--- config.mk ---
export PLATFORM = sky130hd
export DESIGN_NAME = uart_pattern_matcher_flat
export DESIGN_NICKNAME = d
export VERILOG_FILES = /design/src/rtl/uart_pattern_matcher_if.sv /design/src/rtl/uart_pattern_matcher.sv /design/src/flat_wrapper.sv
export SDC_FILE = /design/constraint.sdc
export NUM_CORES = 1
export LEC_CHECK = 0
export ABC_AREA = 1
export CAP_MARGIN = 20
export CORE_ASPECT_RATIO = 2
export CORE_MARGIN = 10
export CORE_UTILIZATION = 55
export DETAILED_ROUTE_END_ITERATION = 6
export PLACE_DENSITY_LB_ADDON = 0.1
export SKIP_LAST_GASP = 1
export SLEW_MARGIN = 15
export SYNTH_ARGS = -nofsm -noshare
export SYNTH_HDL_FRONTEND = slang
export SYNTH_SLANG_ARGS = --single-unit
export TNS_END_PERCENT = 30
--- constraint.sdc ---
create_clock -name clk -period 2.9 [get_ports clk]
set_clock_uncertainty 0.2 [all_clocks]
set_input_delay 0.435 -clock clk [delete_from_list [all_inputs] [get_ports clk]]
set_output_delay 0.435 -clock clk [all_outputs]
set_load 0.03 [all_outputs]
--- src/rtl/uart_pattern_matcher_if.sv ---
// Bus bundle for uart_pattern_matcher: pattern configuration, input word stream and match outputs.
// The master side drives configuration and data; the slave side is the matcher itself.
interface uart_pattern_matcher_if #(
  parameter int WIDTH = 8,
  parameter int DEPTH = 4
);
  localparam int AW = (DEPTH > 1) ? $clog2(DEPTH) : 1;
  localparam int LW = $clog2(DEPTH + 1);

  logic             cfg_we;
  logic [AW-1:0]    cfg_addr;
  logic [WIDTH-1:0] cfg_pat;
  logic [WIDTH-1:0] cfg_mask;
  logic             cfg_len_we;
  logic [LW-1:0]    cfg_len;
  logic             in_valid;
  logic [WIDTH-1:0] in_data;
  logic             clr_cnt;
  logic             match;
  logic [LW-1:0]    idx;
  logic [15:0]      match_cnt;

  modport master (
    output cfg_we, cfg_addr, cfg_pat, cfg_mask, cfg_len_we, cfg_len,
    output in_valid, in_data, clr_cnt,
    input  match, idx, match_cnt
  );

  modport slave (
    input  cfg_we, cfg_addr, cfg_pat, cfg_mask, cfg_len_we, cfg_len,
    input  in_valid, in_data, clr_cnt,
    output match, idx, match_cnt
  );
endinterface

--- src/rtl/uart_pattern_matcher.sv ---
// Masked multi-word sequence detector for a USART receive stream, with a registered
// one-cycle match pulse and a saturating 16-bit match counter.
module uart_pattern_matcher #(
  parameter int WIDTH = 8,
  parameter int DEPTH = 4
) (
  input logic                  clk,
  input logic                  rst,
  uart_pattern_matcher_if.slave bus
);
  localparam int AW = (DEPTH > 1) ? $clog2(DEPTH) : 1;
  localparam int LW = $clog2(DEPTH + 1);
  localparam logic [LW-1:0] LEN_MAX = LW'(DEPTH);

  logic [WIDTH-1:0] pat_q  [DEPTH];
  logic [WIDTH-1:0] mask_q [DEPTH];
  logic [LW-1:0]    len_q;
  logic [LW-1:0]    idx_q;
  logic [LW-1:0]    idx_d;
  logic [LW-1:0]    idx_inc;
  logic             match_q;
  logic             match_d;
  logic [15:0]      cnt_q;
  logic [DEPTH-1:0] slot_hit;
  logic             cur_hit;
  logic             len_ok;
  logic             cfg_any;

  always_comb begin
    slot_hit = '0;
    for (int i = 0; i < DEPTH; i++) begin
      slot_hit[i] = ((bus.in_data ^ pat_q[i]) & ~mask_q[i]) == '0;
    end
  end

  // Loop select keeps the slot lookup width-safe when idx is wider than the slot index.
  always_comb begin
    cur_hit = 1'b0;
    for (int i = 0; i < DEPTH; i++) begin
      if (idx_q == LW'(i)) cur_hit = slot_hit[i];
    end
  end

  assign len_ok  = (len_q != '0) && (len_q <= LEN_MAX);
  assign cfg_any = bus.cfg_we || bus.cfg_len_we;
  assign idx_inc = idx_q + LW'(1);

  // Progress tracking: idx is the whole HUNT/TRACK state; restart only tries slot 0.
  always_comb begin
    idx_d   = idx_q;
    match_d = 1'b0;
    if (cfg_any || !len_ok) begin
      idx_d = '0;
    end else if (bus.in_valid) begin
      if (cur_hit) begin
        if (idx_inc == len_q) begin
          idx_d   = '0;
          match_d = 1'b1;
        end else begin
          idx_d = idx_inc;
        end
      end else if ((idx_q != '0) && slot_hit[0]) begin
        idx_d = LW'(1);
      end else begin
        idx_d = '0;
      end
    end
  end

  always_ff @(posedge clk) begin
    if (rst) begin
      for (int i = 0; i < DEPTH; i++) begin
        pat_q[i]  <= '0;
        mask_q[i] <= '0;
      end
      len_q   <= LEN_MAX;
      idx_q   <= '0;
      match_q <= 1'b0;
      cnt_q   <= '0;
    end else begin
      idx_q   <= idx_d;
      match_q <= match_d;
      // Clear has priority over a coincident match increment.
      if (bus.clr_cnt) begin
        cnt_q <= '0;
      end else if (match_d && (cnt_q != 16'hFFFF)) begin
        cnt_q <= cnt_q + 16'd1;
      end
      for (int i = 0; i < DEPTH; i++) begin
        if (bus.cfg_we && (bus.cfg_addr == AW'(i))) begin
          pat_q[i]  <= bus.cfg_pat;
          mask_q[i] <= bus.cfg_mask;
        end
      end
      if (bus.cfg_len_we) len_q <= bus.cfg_len;
    end
  end

  assign bus.match     = match_q;
  assign bus.idx       = idx_q;
  assign bus.match_cnt = cnt_q;
endmodule
--- src/flat_wrapper.sv ---
// flat-port wrapper written by rule: the top's interface ports become plain ports
module uart_pattern_matcher_flat 
#(
  parameter int WIDTH = 8,
  parameter int DEPTH = 4
)
  (clk, rst, bus_cfg_we, bus_cfg_addr, bus_cfg_pat, bus_cfg_mask, bus_cfg_len_we, bus_cfg_len, bus_in_valid, bus_in_data, bus_clr_cnt, bus_match, bus_idx, bus_match_cnt);
  uart_pattern_matcher_if #(.WIDTH(WIDTH), .DEPTH(DEPTH)) bus_i ();
  input logic clk;
  input logic rst;
  input wire logic [$bits(bus_i.cfg_we)-1:0] bus_cfg_we;
  input wire logic [$bits(bus_i.cfg_addr)-1:0] bus_cfg_addr;
  input wire logic [$bits(bus_i.cfg_pat)-1:0] bus_cfg_pat;
  input wire logic [$bits(bus_i.cfg_mask)-1:0] bus_cfg_mask;
  input wire logic [$bits(bus_i.cfg_len_we)-1:0] bus_cfg_len_we;
  input wire logic [$bits(bus_i.cfg_len)-1:0] bus_cfg_len;
  input wire logic [$bits(bus_i.in_valid)-1:0] bus_in_valid;
  input wire logic [$bits(bus_i.in_data)-1:0] bus_in_data;
  input wire logic [$bits(bus_i.clr_cnt)-1:0] bus_clr_cnt;
  output wire logic [$bits(bus_i.match)-1:0] bus_match;
  output wire logic [$bits(bus_i.idx)-1:0] bus_idx;
  output wire logic [$bits(bus_i.match_cnt)-1:0] bus_match_cnt;
  assign bus_i.cfg_we = bus_cfg_we;
  assign bus_i.cfg_addr = bus_cfg_addr;
  assign bus_i.cfg_pat = bus_cfg_pat;
  assign bus_i.cfg_mask = bus_cfg_mask;
  assign bus_i.cfg_len_we = bus_cfg_len_we;
  assign bus_i.cfg_len = bus_cfg_len;
  assign bus_i.in_valid = bus_in_valid;
  assign bus_i.in_data = bus_in_data;
  assign bus_i.clr_cnt = bus_clr_cnt;
  assign bus_match = bus_i.match;
  assign bus_idx = bus_i.idx;
  assign bus_match_cnt = bus_i.match_cnt;
  uart_pattern_matcher #(.WIDTH(WIDTH), .DEPTH(DEPTH)) u_core (.clk(clk), .rst(rst), .bus(bus_i));
endmodule
Word level (Yosys, flattened, before mapping)
Memory sizes are Yosys's and may differ from the RTL's.
Cells that the tools add are included.
{"block": "op_classes", "add_sub_neg": 2, "n_lt_le_gt_ge": 1, "n_bitwise": 20, "reduce_logical": 20, "eq_ne": 8, "n_mux": 33}
{"cell": "$mux W8", "n": 8}
{"cell": "$and A8 B8 Y8", "n": 4}
{"cell": "$logic_not A8 Y1", "n": 4}
{"cell": "$not A8 Y8", "n": 4}
{"cell": "$xor A8 B8 Y8", "n": 4}
{"cell": "$mux W1", "n": 23}
{"cell": "$add A16 B1 Y16 const B", "n": 1}
{"cell": "$ne A16 B16 Y1 const B", "n": 1}
{"cell": "$or A1 B1 Y1", "n": 8}
{"cell": "$logic_and A1 B1 Y1", "n": 7}
{"cell": "$eq A3 B2 Y1 const B", "n": 2}
{"cell": "$mux W3", "n": 2}
{"cell": "$reduce_bool A3 Y1", "n": 2}
{"cell": "$eq A2 B2 Y1 const B", "n": 2}
{"cell": "$reduce_or A2 Y1", "n": 2}
{"cell": "$add A3 B1 Y3 const B", "n": 1}
{"cell": "$eq A3 B1 Y1 const B", "n": 1}
{"cell": "$eq A3 B3 Y1", "n": 1}
{"cell": "$le A3 B3 Y1 const B", "n": 1}
{"cell": "$logic_not A3 Y1", "n": 1}
{"cell": "$eq A2 B1 Y1 const B", "n": 1}
{"cell": "$logic_not A2 Y1", "n": 1}
{"cell": "$logic_or A1 B1 Y1", "n": 2}
{"cell": "$logic_not A1 Y1", "n": 1}
{"block": "totals", "output_inout_bits": 20, "memories": 2, "word_cells": 90, "in_bits": 35, "ramBits": 64, "register_bits": 23}
{"memory": "u_core.mask_q", "words": 4, "word_bits": 8, "read_ports": 4, "rd_clocked_by_memory_dff": 0, "write_ports": 4, "line_no": "uart_pattern_matcher.sv:16", "source": "logic [WIDTH-1:0] mask_q [DEPTH];"}
{"memory": "u_core.pat_q", "words": 4, "word_bits": 8, "read_ports": 4, "rd_clocked_by_memory_dff": 0, "write_ports": 4, "line_no": "uart_pattern_matcher.sv:15", "source": "logic [WIDTH-1:0] pat_q [DEPTH];"}

Longest topological paths before layout
An unclocked memory read counts as a cell.
{"block": "depth", "ltp_word": 12, "depth_mapped": 16, "ltp_nobuf": 15}

Worst setup path before layout
No wires, ideal clock.
{"block": "synth_timing", "kind": "register -> register", "from": "reg u_core.idx_q[0] (netlist: u_core.bus.idx[0])", "to": "reg u_core.cnt_q[10] (netlist: u_core.bus.match_cnt[10])", "n_path_buf": 0, "setup_slack_ps": 463, "arrival_ps": 2118, "period_less_slack_ps": 2437, "path_stages_with_launch": 11, "setup_ps": 119, "path_cell_list": "dfxtp_1 -> inv_1 -> ha_1 -> xnor2_1 -> nand3_2 -> nor3b_4 -> nand2_4 -> inv_6 -> nand3_1 -> nand2_1 -> nor2_1"}
{"block": "synth_between", "elab_chain_cells": 9, "word_cells_on_any_way": 15, "cone_classes": "add/sub: 1; eq/ne: 4; mux: 8; reduce/logical: 2"}
{"element": "start, declared", "line_no": "uart_pattern_matcher.sv:18", "source": "logic [LW-1:0] idx_q;"}
{"element": "start signal, assigned", "line_no": "uart_pattern_matcher.sv:81", "source": "idx_q <= idx_d;"}
{"element": "branches (longest 5 deep; another with $add A3 B1 Y3)"}
{"element": "$mux W1 *", "line_no": "uart_pattern_matcher.sv:55", "source": "if (cur_hit) begin"}
{"element": "$mux W1 *", "line_no": "uart_pattern_matcher.sv:54", "source": "end else if (bus.in_valid) begin"}
{"element": "$mux W1 *", "line_no": "uart_pattern_matcher.sv:52", "source": "if (cfg_any || !len_ok) begin"}
{"element": "$logic_and A1 B1 Y1 *", "line_no": "uart_pattern_matcher.sv:86", "source": "end else if (match_d && (cnt_q != 16'hFFFF)) begin"}
{"element": "end signal, assigned", "line_no": "uart_pattern_matcher.sv:87", "source": "cnt_q <= cnt_q + 16'd1;"}
{"element": "end, declared", "line_no": "uart_pattern_matcher.sv:23", "source": "logic [15:0] cnt_q;"}
Mark *: on every way between the ends.
A chain may end at the register's enable or synchronous reset.

Final worst setup path
{"block": "layout_timing", "from": "reg u_core.idx_q[0] (netlist: u_core.bus.idx[0])", "to": "reg u_core.cnt_q[1] (netlist: u_core.bus.match_cnt[1])"}
The elaborated chain is that of the path after synthesis.

==> results.tsv <==
metric	value	unit
Max transition margin	59.6	%
PD cells	529	nW/um^2
setup bufs post-CTS	0	
final hold slack	0.312	ns
Avg Vias per Cell	5.16	
CTS H-Tree Depth	3	
post-DP HPWL	7870	um
worst slew pin tran	0.604	ns
FILL cells	659	
unrepaired setup endpoints after global routing	false	
number of buffers created by CTS	9	
TritonCTS clock tree	yes	
M1 WL	3720	um
Reg area	2380	sq um
core area	7890	sq um
Max VDD drop	0.360	mV
LEAKAGE	0.00237	uW
DR top layer	met4	
maximum number of pins on one net before global-route repair	17	
Resized cells post-CTS	0	
vias	3594	
antenna violations before repair	0	
CP required	2.98	ns
Async SR Flop Fraction	0	%
vias in the first global route	3881	
CTS sink cnt	87	
synthesized instance count	529	
Area Growth Syn to Fin	22.9	%
WL met2	6050	um
status	finished clean	
Period minus WS final	2.64	ns
commonest non-fill, non-tap cell in the layout	nor2_1	
total global routing overflow	0	
most frequent cells in the layout	115 x nor2_1, 102 x nand2_1, 84 x inv_1	
metal3 WL	320	um
#FFs+latches synth	87	
# setup viols final	0	
I/O Buffers	54	
average size of a mapped cell	8.35	sq um
Crit Path Max Fanout	10	
top_reg_cell synth	edfxtp_1	
Final ANT Viol Nets	0	
Hold Violations, Final	0	
DR pass1 iterations	4	
Layout Nets	636	
EDFF count, synth	64	
final period utilization	90.9	%
register area share after synthesis	53.9	%
DRT Wirelength	10400	um
root buf cell	clkbuf_16	
Clock transition at path regs	0.06	ns
Fmax	379	MHz
Post-Syn Area	4420	sq um
max-cap viol count	0	
WS Path Type	flip-flop to flip-flop	
final core occ	68.9	%
Netlist cell types	33	
total global-route track usage	17.5	%
cts hold-fix bufs	0	
global-route wire length before repair	17400	um
Power Total	2870	uW
area of the die	12200	sq um
Ys Warns	0	
number of top-level pins	55	
die width	83.4	um
DRC	0	
GPL Wtd Cong	0.902	
DIE HEIGHT	147	um
TNS Setup	0	ns
Slew Limit Fails	0	
Rows	46	
clock latency on the worst-skew pair	0.34	ns
Iteration-0 DRC Markers	186	
Crit. End Element	flip-flop	
drt wl/cell	15.0	um
startpoint types	flip-flop	
worst path arrival time	2.71	ns
ANT cells	0	
Min-Delay Path Class	flip-flop to flip-flop	
layout cells sized above 1	8.33	%
area of the multi-input gates	1650	sq um
clock tree buffer depth	2	
syn nets	570	
R2R setup slack	0.26	ns
starting density of the core	56.0	%
[power by group]
group	internal [uW]	switching [uW]
clock	710	462
sequential	1410	26.7
combinational	107	159
[registers in the layout, summed over array words and instances, names as in the netlist]
register              flops
u_core.bus.match_cnt     16
u_core.len_q              3
u_core.mask_q            32
u_core.bus.match          1
u_core.pat_q             32
u_core.bus.idx            3
[synth_stat cells (all sizes together), types with 5 or more instances]
cell | n | area [sq um]
nand3 | 25 | 130
inv | 97 | 369
o21bai | 9 | 67.6
a21oi | 14 | 70.1
dfxtp | 23 | 460
ha | 6 | 75.1
clkbuf | 5 | 18.8
o21ai | 11 | 55.1
edfxtp | 64 | 1920
nor3 | 5 | 30.0
nor2 | 116 | 438
nand3b | 9 | 80.1
or2 | 5 | 31.3
nand4 | 18 | 113
nand2 | 107 | 429
[through the flow]
step	instances	setup WS (ns)	instance area [sq um]
global placement	680	0.256	5120
CTS	696	0.288	5430
finish	696	0.263	5430
detailed placement	680	0.185	5120
floorplan	529	0.463	4420
global route	696	0.0769	5430
[cell families after synthesis]
group | synth area share (%)
compound gates | 5.32
xor+xnor | 0.595
fa+ha+maj | 1.70
buf+inv | 9.29
flops | 53.9
simple gates | 29.2
[metal layers]
layer | GRT usage [%] | vias up
li1 | - | 1830
met1 | 15.7 | 1667
met2 | 34.4 | 74
met3 | 3.99 | 23
met4 | 9.25 | 0
met5 | 0 | -
[path summary, 6_finish.rpt]
path / start / end / cells past startpoint
worst max-delay path: u_core.bus.idx[0] / u_core.bus.match_cnt[1] / 11
worst min-delay path: u_core.len_q[2] / u_core.len_q[2] / 2
worst max register to register: u_core.bus.idx[0] / u_core.bus.match_cnt[1] / 11
worst min register to register: u_core.len_q[2] / u_core.len_q[2] / 2
[final cells by class]
type	instances	area share (%)
multi-input cells	338	30.3
clock inverters	3	0.392
inverters	97	6.80
well taps	96	2.21
clock buffers	13	5.39
flip-flops and latches	87	43.9
repair buffers	62	11.1
[critical path, cell delays in order, from the launching register on]
cell and delay (ns):
dfxtp_1 0.45, inv_1 0.13, ha_1 0.36, xnor2_1 0.19, nand3_2 0.15, nor3b_4 0.54, nand2_4 0.15, inv_6 0.12
nand2_4 0.05, nand2_1 0.06, nand2_1 0.06, nor2_1 0.10
Power figures use the tool's default switching activity.
